## config.mk

```make
export PLATFORM = sky130hd
export DESIGN_NAME = multi_phase_timer
export DESIGN_NICKNAME = d
export VERILOG_FILES = /design/src/rtl/traffic_timer_pkg.sv /design/src/rtl/phase_dur_regfile.sv /design/src/rtl/multi_phase_timer.sv
export SDC_FILE = /design/constraint.sdc
export NUM_CORES = 1
export LEC_CHECK = 0
export ABC_CLOCK_PERIOD_IN_PS = 3050
export BUFFER_PORTS_ARGS = -buffer_cell sky130_fd_sc_hd__buf_2
export CAP_MARGIN = 20
export CORE_ASPECT_RATIO = 0.8
export CORE_MARGIN = 2
export CORE_UTILIZATION = 55
export CTS_CLUSTER_SIZE = 8
export DETAILED_ROUTE_END_ITERATION = 10
export PLACE_DENSITY = 0.76
export SLEW_MARGIN = 20
export SYNTH_ARGS = -nofsm -noshare
export SYNTH_HDL_FRONTEND = slang
export SYNTH_SLANG_ARGS = --single-unit
```

## constraint.sdc

```tcl
create_clock -name clk -period 3.05 [get_ports clk]
set_input_delay 0.61 -clock clk [delete_from_list [all_inputs] [get_ports clk]]
set_output_delay 0.61 -clock clk [all_outputs]
set_load 0.01 [all_outputs]
```

## src/rtl/traffic_timer_pkg.sv

```systemverilog
// Shared constants and phase naming for the traffic timer, FSM and bench.
// Also holds the write-validation rule used by the duration table.
package traffic_timer_pkg;

   localparam int unsigned DEF_CNT_W = 8;
   localparam int unsigned DEF_DUR   = 30;

   // Phase order for the standard four-phase intersection.
   typedef enum logic [1:0] {
      PH_NS_GREEN  = 2'd0,
      PH_NS_YELLOW = 2'd1,
      PH_EW_GREEN  = 2'd2,
      PH_EW_YELLOW = 2'd3
   } phase_e;

   // A zero duration would never terminate a phase, so it is refused.
   function automatic logic dur_write_ok(input int unsigned addr,
                                         input int unsigned dur,
                                         input int unsigned n_phases);
      return (dur != 0) && (addr < n_phases);
   endfunction

endpackage

```

## src/rtl/phase_dur_regfile.sv

```systemverilog
// Per-phase duration table with validated writes, error pulse, and a read
// port that forwards a same-cycle write to the addressed entry.
module phase_dur_regfile
   import traffic_timer_pkg::*;
#(
   parameter int unsigned N_PHASES    = 4,
   parameter int unsigned CNT_W       = DEF_CNT_W,
   parameter int unsigned DEFAULT_DUR = DEF_DUR,
   parameter int unsigned PH_W        = $clog2(N_PHASES)
) (
   input  logic             clk,
   input  logic             rst,
   input  logic             we,
   input  logic [PH_W-1:0]  addr,
   input  logic [CNT_W-1:0] wdata,
   input  logic [PH_W-1:0]  rd_addr,
   output logic [CNT_W-1:0] rd_data,
   output logic             err
);

   logic [CNT_W-1:0] dur_q [N_PHASES];
   logic             wr_ok;
   logic             wr_en;

   always_comb begin
      wr_ok = dur_write_ok(int'(addr), int'(wdata), N_PHASES);
      wr_en = we && wr_ok;
   end

   always_ff @(posedge clk) begin
      if (rst) begin
         for (int unsigned i = 0; i < N_PHASES; i++) begin
            dur_q[i] <= CNT_W'(DEFAULT_DUR);
         end
         err <= 1'b0;
      end else begin
         err <= we && !wr_ok;
         if (wr_en) begin
            dur_q[addr] <= wdata;
         end
      end
   end

   // Forwarding lets a write landing on the advance edge take effect at once.
   always_comb begin
      if (wr_en && (addr == rd_addr)) begin
         rd_data = wdata;
      end else begin
         rd_data = dur_q[rd_addr];
      end
   end

endmodule

```

## src/rtl/multi_phase_timer.sv

```systemverilog
// Sequences N_PHASES phases with programmable durations; emits the phase
// index, ticks remaining, a phase-change pulse and a config error pulse.
module multi_phase_timer
   import traffic_timer_pkg::*;
#(
   parameter int unsigned N_PHASES    = 4,
   parameter int unsigned CNT_W       = DEF_CNT_W,
   parameter int unsigned DEFAULT_DUR = DEF_DUR,
   parameter int unsigned PH_W        = $clog2(N_PHASES)
) (
   input  logic             clk,
   input  logic             rst,
   input  logic             en,
   input  logic             tick,
   input  logic             skip,
   input  logic             cfg_we,
   input  logic [PH_W-1:0]  cfg_addr,
   input  logic [CNT_W-1:0] cfg_dur,
   output logic [PH_W-1:0]  phase,
   output logic [CNT_W-1:0] remaining,
   output logic             signal_change,
   output logic             cfg_err
);

   logic [PH_W-1:0]  next_idx;
   logic [CNT_W-1:0] next_dur;
   logic             advance;
   logic [PH_W-1:0]  phase_d;
   logic [CNT_W-1:0] remaining_d;
   logic             change_d;

   phase_dur_regfile #(
      .N_PHASES    (N_PHASES),
      .CNT_W       (CNT_W),
      .DEFAULT_DUR (DEFAULT_DUR),
      .PH_W        (PH_W)
   ) u_regfile (
      .clk     (clk),
      .rst     (rst),
      .we      (cfg_we),
      .addr    (cfg_addr),
      .wdata   (cfg_dur),
      .rd_addr (next_idx),
      .rd_data (next_dur),
      .err     (cfg_err)
   );

   always_comb begin
      // Explicit wrap so non-power-of-two phase counts never overrun.
      next_idx    = (phase == PH_W'(N_PHASES - 1)) ? '0 : phase + 1'b1;
      advance     = en && ((tick && (remaining == '0)) || skip);
      phase_d     = phase;
      remaining_d = remaining;
      change_d    = 1'b0;
      if (advance) begin
         phase_d     = next_idx;
         remaining_d = next_dur - 1'b1;
         change_d    = 1'b1;
      end else if (en && tick) begin
         remaining_d = remaining - 1'b1;
      end
   end

   always_ff @(posedge clk) begin
      if (rst) begin
         phase         <= '0;
         remaining     <= CNT_W'(DEFAULT_DUR - 1);
         signal_change <= 1'b0;
      end else begin
         phase         <= phase_d;
         remaining     <= remaining_d;
         signal_change <= change_d;
      end
   end

endmodule

```

==> summary.txt <==
Synth
  – Ys flop type: edfxtp_1
  – Mapped cell area: 0.00233 sq mm
  – Distinct cell type count after synthesis: between 50 and 60
  – Async set or reset register ratio after synthesis: 0
  – Syn_nets: 212
  – Avg Inst Size Synth: 12.0 sq um
  – Post-Syn Instances: 194
  – Sequential share of the synthesized area: 0.516
  – Yosys Warn Count: 0
  – Flops & latches, synth: 44
  – EDFF count, synth: 32

Detailed routing
  – DRC violations left: 0
  – Drt pass-1 iters: 5
  – 1st-iter DRT viols: between 150 and 200
  – Vias: 1,725
  – Via-to-Cell Ratio: ~6
  – Post-route ant nets: 0
  – Routed wire length: approximately 5100 microns
  – Post-DR wirelength/cell: 17.7 microns

Pwr
  – Power per cell area: slightly below 500 mW/mm^2
  – Switch Pwr: 336 uW
  – Combinational Power Share: 0.177
  – Max IR drop VDD: 339 uV
  – Leakage power: ~0.95 nW
  – Clock share of power: 0.283
  – Int Pwr: 966 uW
  – Switching Share: 0.258
  – Sequential share of power: 0.541

Layout
  – Commonest cells after routing, fill and taps aside: 32 x edfxtp_1, 27 x buf_2, 15 x nor2_1, 13 x and2_1
  – Final antenna diode count: 0
  – End-of-flow core utilization: 0.635
  – Layout cells sized above 1: 0.309
  – Post-layout instance area: 0.00262 sq mm
  – P&R area growth vs syn: 12.5%
  – Fill count: 337
  – Commonest non-fill, non-tap cell in the layout: edfxtp_1
  – Layout Nets: 247

Worst hold path
  – Worst hold start: phase[1]
  – Worst hold-check path type: flip-flop to flip-flop
  – Hold endpoint: phase[1]
  – Worst Hold Depth: 2

Critical path
  – Worst Setup Start Kind: flip-flop
  – Worst R2R Start: phase[0]
  – Cell count of the worst reg-to-reg path: 10
  – Worst setup EP type: flip-flop
  – Worst R2R Setup Slack: 0.39 ns
  – Worst EP required: 3.24 ns
  – Reg-to-Reg End: remaining[2]
  – Critical path fanouts, max: 9
  – Critical Path AT: 2.85 ns
  – Critical path class: flip-flop to flip-flop

Floorplan
  – # rows: 21
  – Core Box Area: slightly above 0.004 sq mm
  – Die area: 0.00478 sq mm
  – Die width: about 77 microns
  – Die Height: between 60 and 70 microns
  – Initial Util: 0.565
  – Top Ports: 28

STA
  – Clock skew: 0.00669 ns
  – Actual slew at the worst max-slew pin: 0.630 ns
  – Count of pins over their slew limit: 0
  – Slew margin rel.: 0.576
  – Post-layout minimum cycle time: approximately 2.7 ns
  – Tcrit/Tclk final: 0.874
  – Worst setup slack after layout: 0.386 ns
  – Post-Route Setup TNS: 0 ns
  – Final Hold Fails: 0
  – Setup Viol. Count Final: 0
  – Unrepaired setup endpoints after global routing: false
  – F_max: 375 MHz

Global route
  – Vias in the first global route: 1,722
  – Congestion Overflow GR: 0
  – Total GRT Usage: 0.236
  – First-pass GRT wire length: 8740 microns
  – Initial antenna violation count: 0
  – Pin count of the biggest net entering global routing: 24

CTS
  – Post-CTS Resized: 0
  – # hold bufs at CTS: 0
  – Setup bufs post-CTS: 0
  – TritonCTS clock tree: yes
  – Worst-path clk slew: 0.08 ns
  – Total CTS buffers: 5
  – Skew-Pair Late Insertion Delay: roughly 0.29 ns
  – H-tree Lvls: 2
  – Clock Path Buffers: 2
  – CTS sink cnt: 44
  – Root buf cell: clkbuf_8

Run status
  – Status: completed

Place
  – Placed cell area: ~0.0025 sq mm
  – Setup slack at placement: 0.149 ns
  – GPL Wtd Cong: 0.854
  – Port Buffers: 27
  – Dpl hpwl: 3710 microns

Flow run
  – Max Cap Viol: 0
==> logic make-up (layout without fill, tap and decap cells) <==
logic type                 Yosys count  in the layout  synth area share
xor gates and xnor gates             4              4            0.0150
AOI/OAI and AO/OA                   44             44             0.136
and+or+nand+nor                     81             81             0.209
adders and majority gates            2              2            0.0107
muxes                                8              8            0.0773
DFF                                 44             44             0.516
buffers and inverters               11             47            0.0360
==> synthesized netlist by cell type, types with 5 or more instances <==
cell type	count	area share
nor2_1	15	0.024
or3_1	5	0.013
edfxtp_1	32	0.41
o21ai_0	8	0.017
dfxtp_1	12	0.10
a21oi_1	9	0.019
nor3_1	5	0.011
nand2b_1	12	0.032
and2_1	13	0.035
mux4_2	8	0.077
a31oi_1	5	0.013
==> power by group through the flow <==
stage / Combinational, mW / Sequential [mW] / Clock [mW]
6_report: 0.230 / 0.704 / 0.368
5_1_grt: 0.253 / 0.710 / 0.401
4_1_cts: 0.230 / 0.704 / 0.370
3_5_place_dp: 0.229 / 0.717 / 0
3_3_place_gp: 0.227 / 0.716 / 0
2_1_floorplan: 0.157 / 0.716 / 0
==> metal layers <==
layer / GRT usage / wire [microns] / part of all wire / vias up
met3: 0.0640 / 272 / 0.054 / 9
met4: 0.0500 / 48 / 0.0095 / 0
met1: 0.337 / 2390 / 0.47 / 857
li1: - / - / - / 804
met5: 0 / 0 / 0 / -
met2: 0.365 / 2370 / 0.47 / 55
==> flip-flops by register name, indices dropped and copies added (netlist names) <==
signal,flops
signal_change,1
u_regfile.err,1
u_regfile.dur_q,32
remaining,8
phase,2
==> through the flow <==
step / hold WS (ns) / power (mW) / cells
2_1_floorplan: 0.496 / 0.873 / 194
3_3_place_gp: 0.471 / 0.943 / 279
3_5_place_dp: 0.494 / 0.946 / 279
4_1_cts: 0.505 / 1.30 / 287
5_1_grt: 0.534 / 1.36 / 287
6_report: 0.494 / 1.30 / 287
==> final cells by class <==
cell class,instances,area (sq um),share of cell area
sequential,44,1200,0.458
multi-input combinational,139,1040,0.399
timing repair buffer,36,203,0.0773
clock buffer,7,86.3,0.0329
tap,57,71.3,0.0272
inverter,3,11.3,0.00430
clock inverter,1,3.75,0.00143
==> worst max-delay path: stages (launching register included) <==
cell,delay (ns)
dfxtp_1,0.43
ha_1,0.29
xnor2_1,0.20
and3_1,0.40
a31oi_1,0.14
a21oi_1,0.26
inv_1,0.08
ha_1,0.25
xnor2_1,0.18
nor2_1,0.05
a211o_1,0.27
==> worst max path at each step <==
stage / from / endpoint / slack [ns]
floorplan: cfg_dur[5] / remaining[2] / 0.43
global placement: cfg_dur[5] / remaining[4] / 0.19
detailed placement: cfg_dur[5] / remaining[4] / 0.15
CTS: phase[0] / remaining[2] / 0.40
global route: phase[0] / remaining[2] / 0.11
finish: phase[0] / remaining[2] / 0.39
Power figures use the tool's default switching activity.
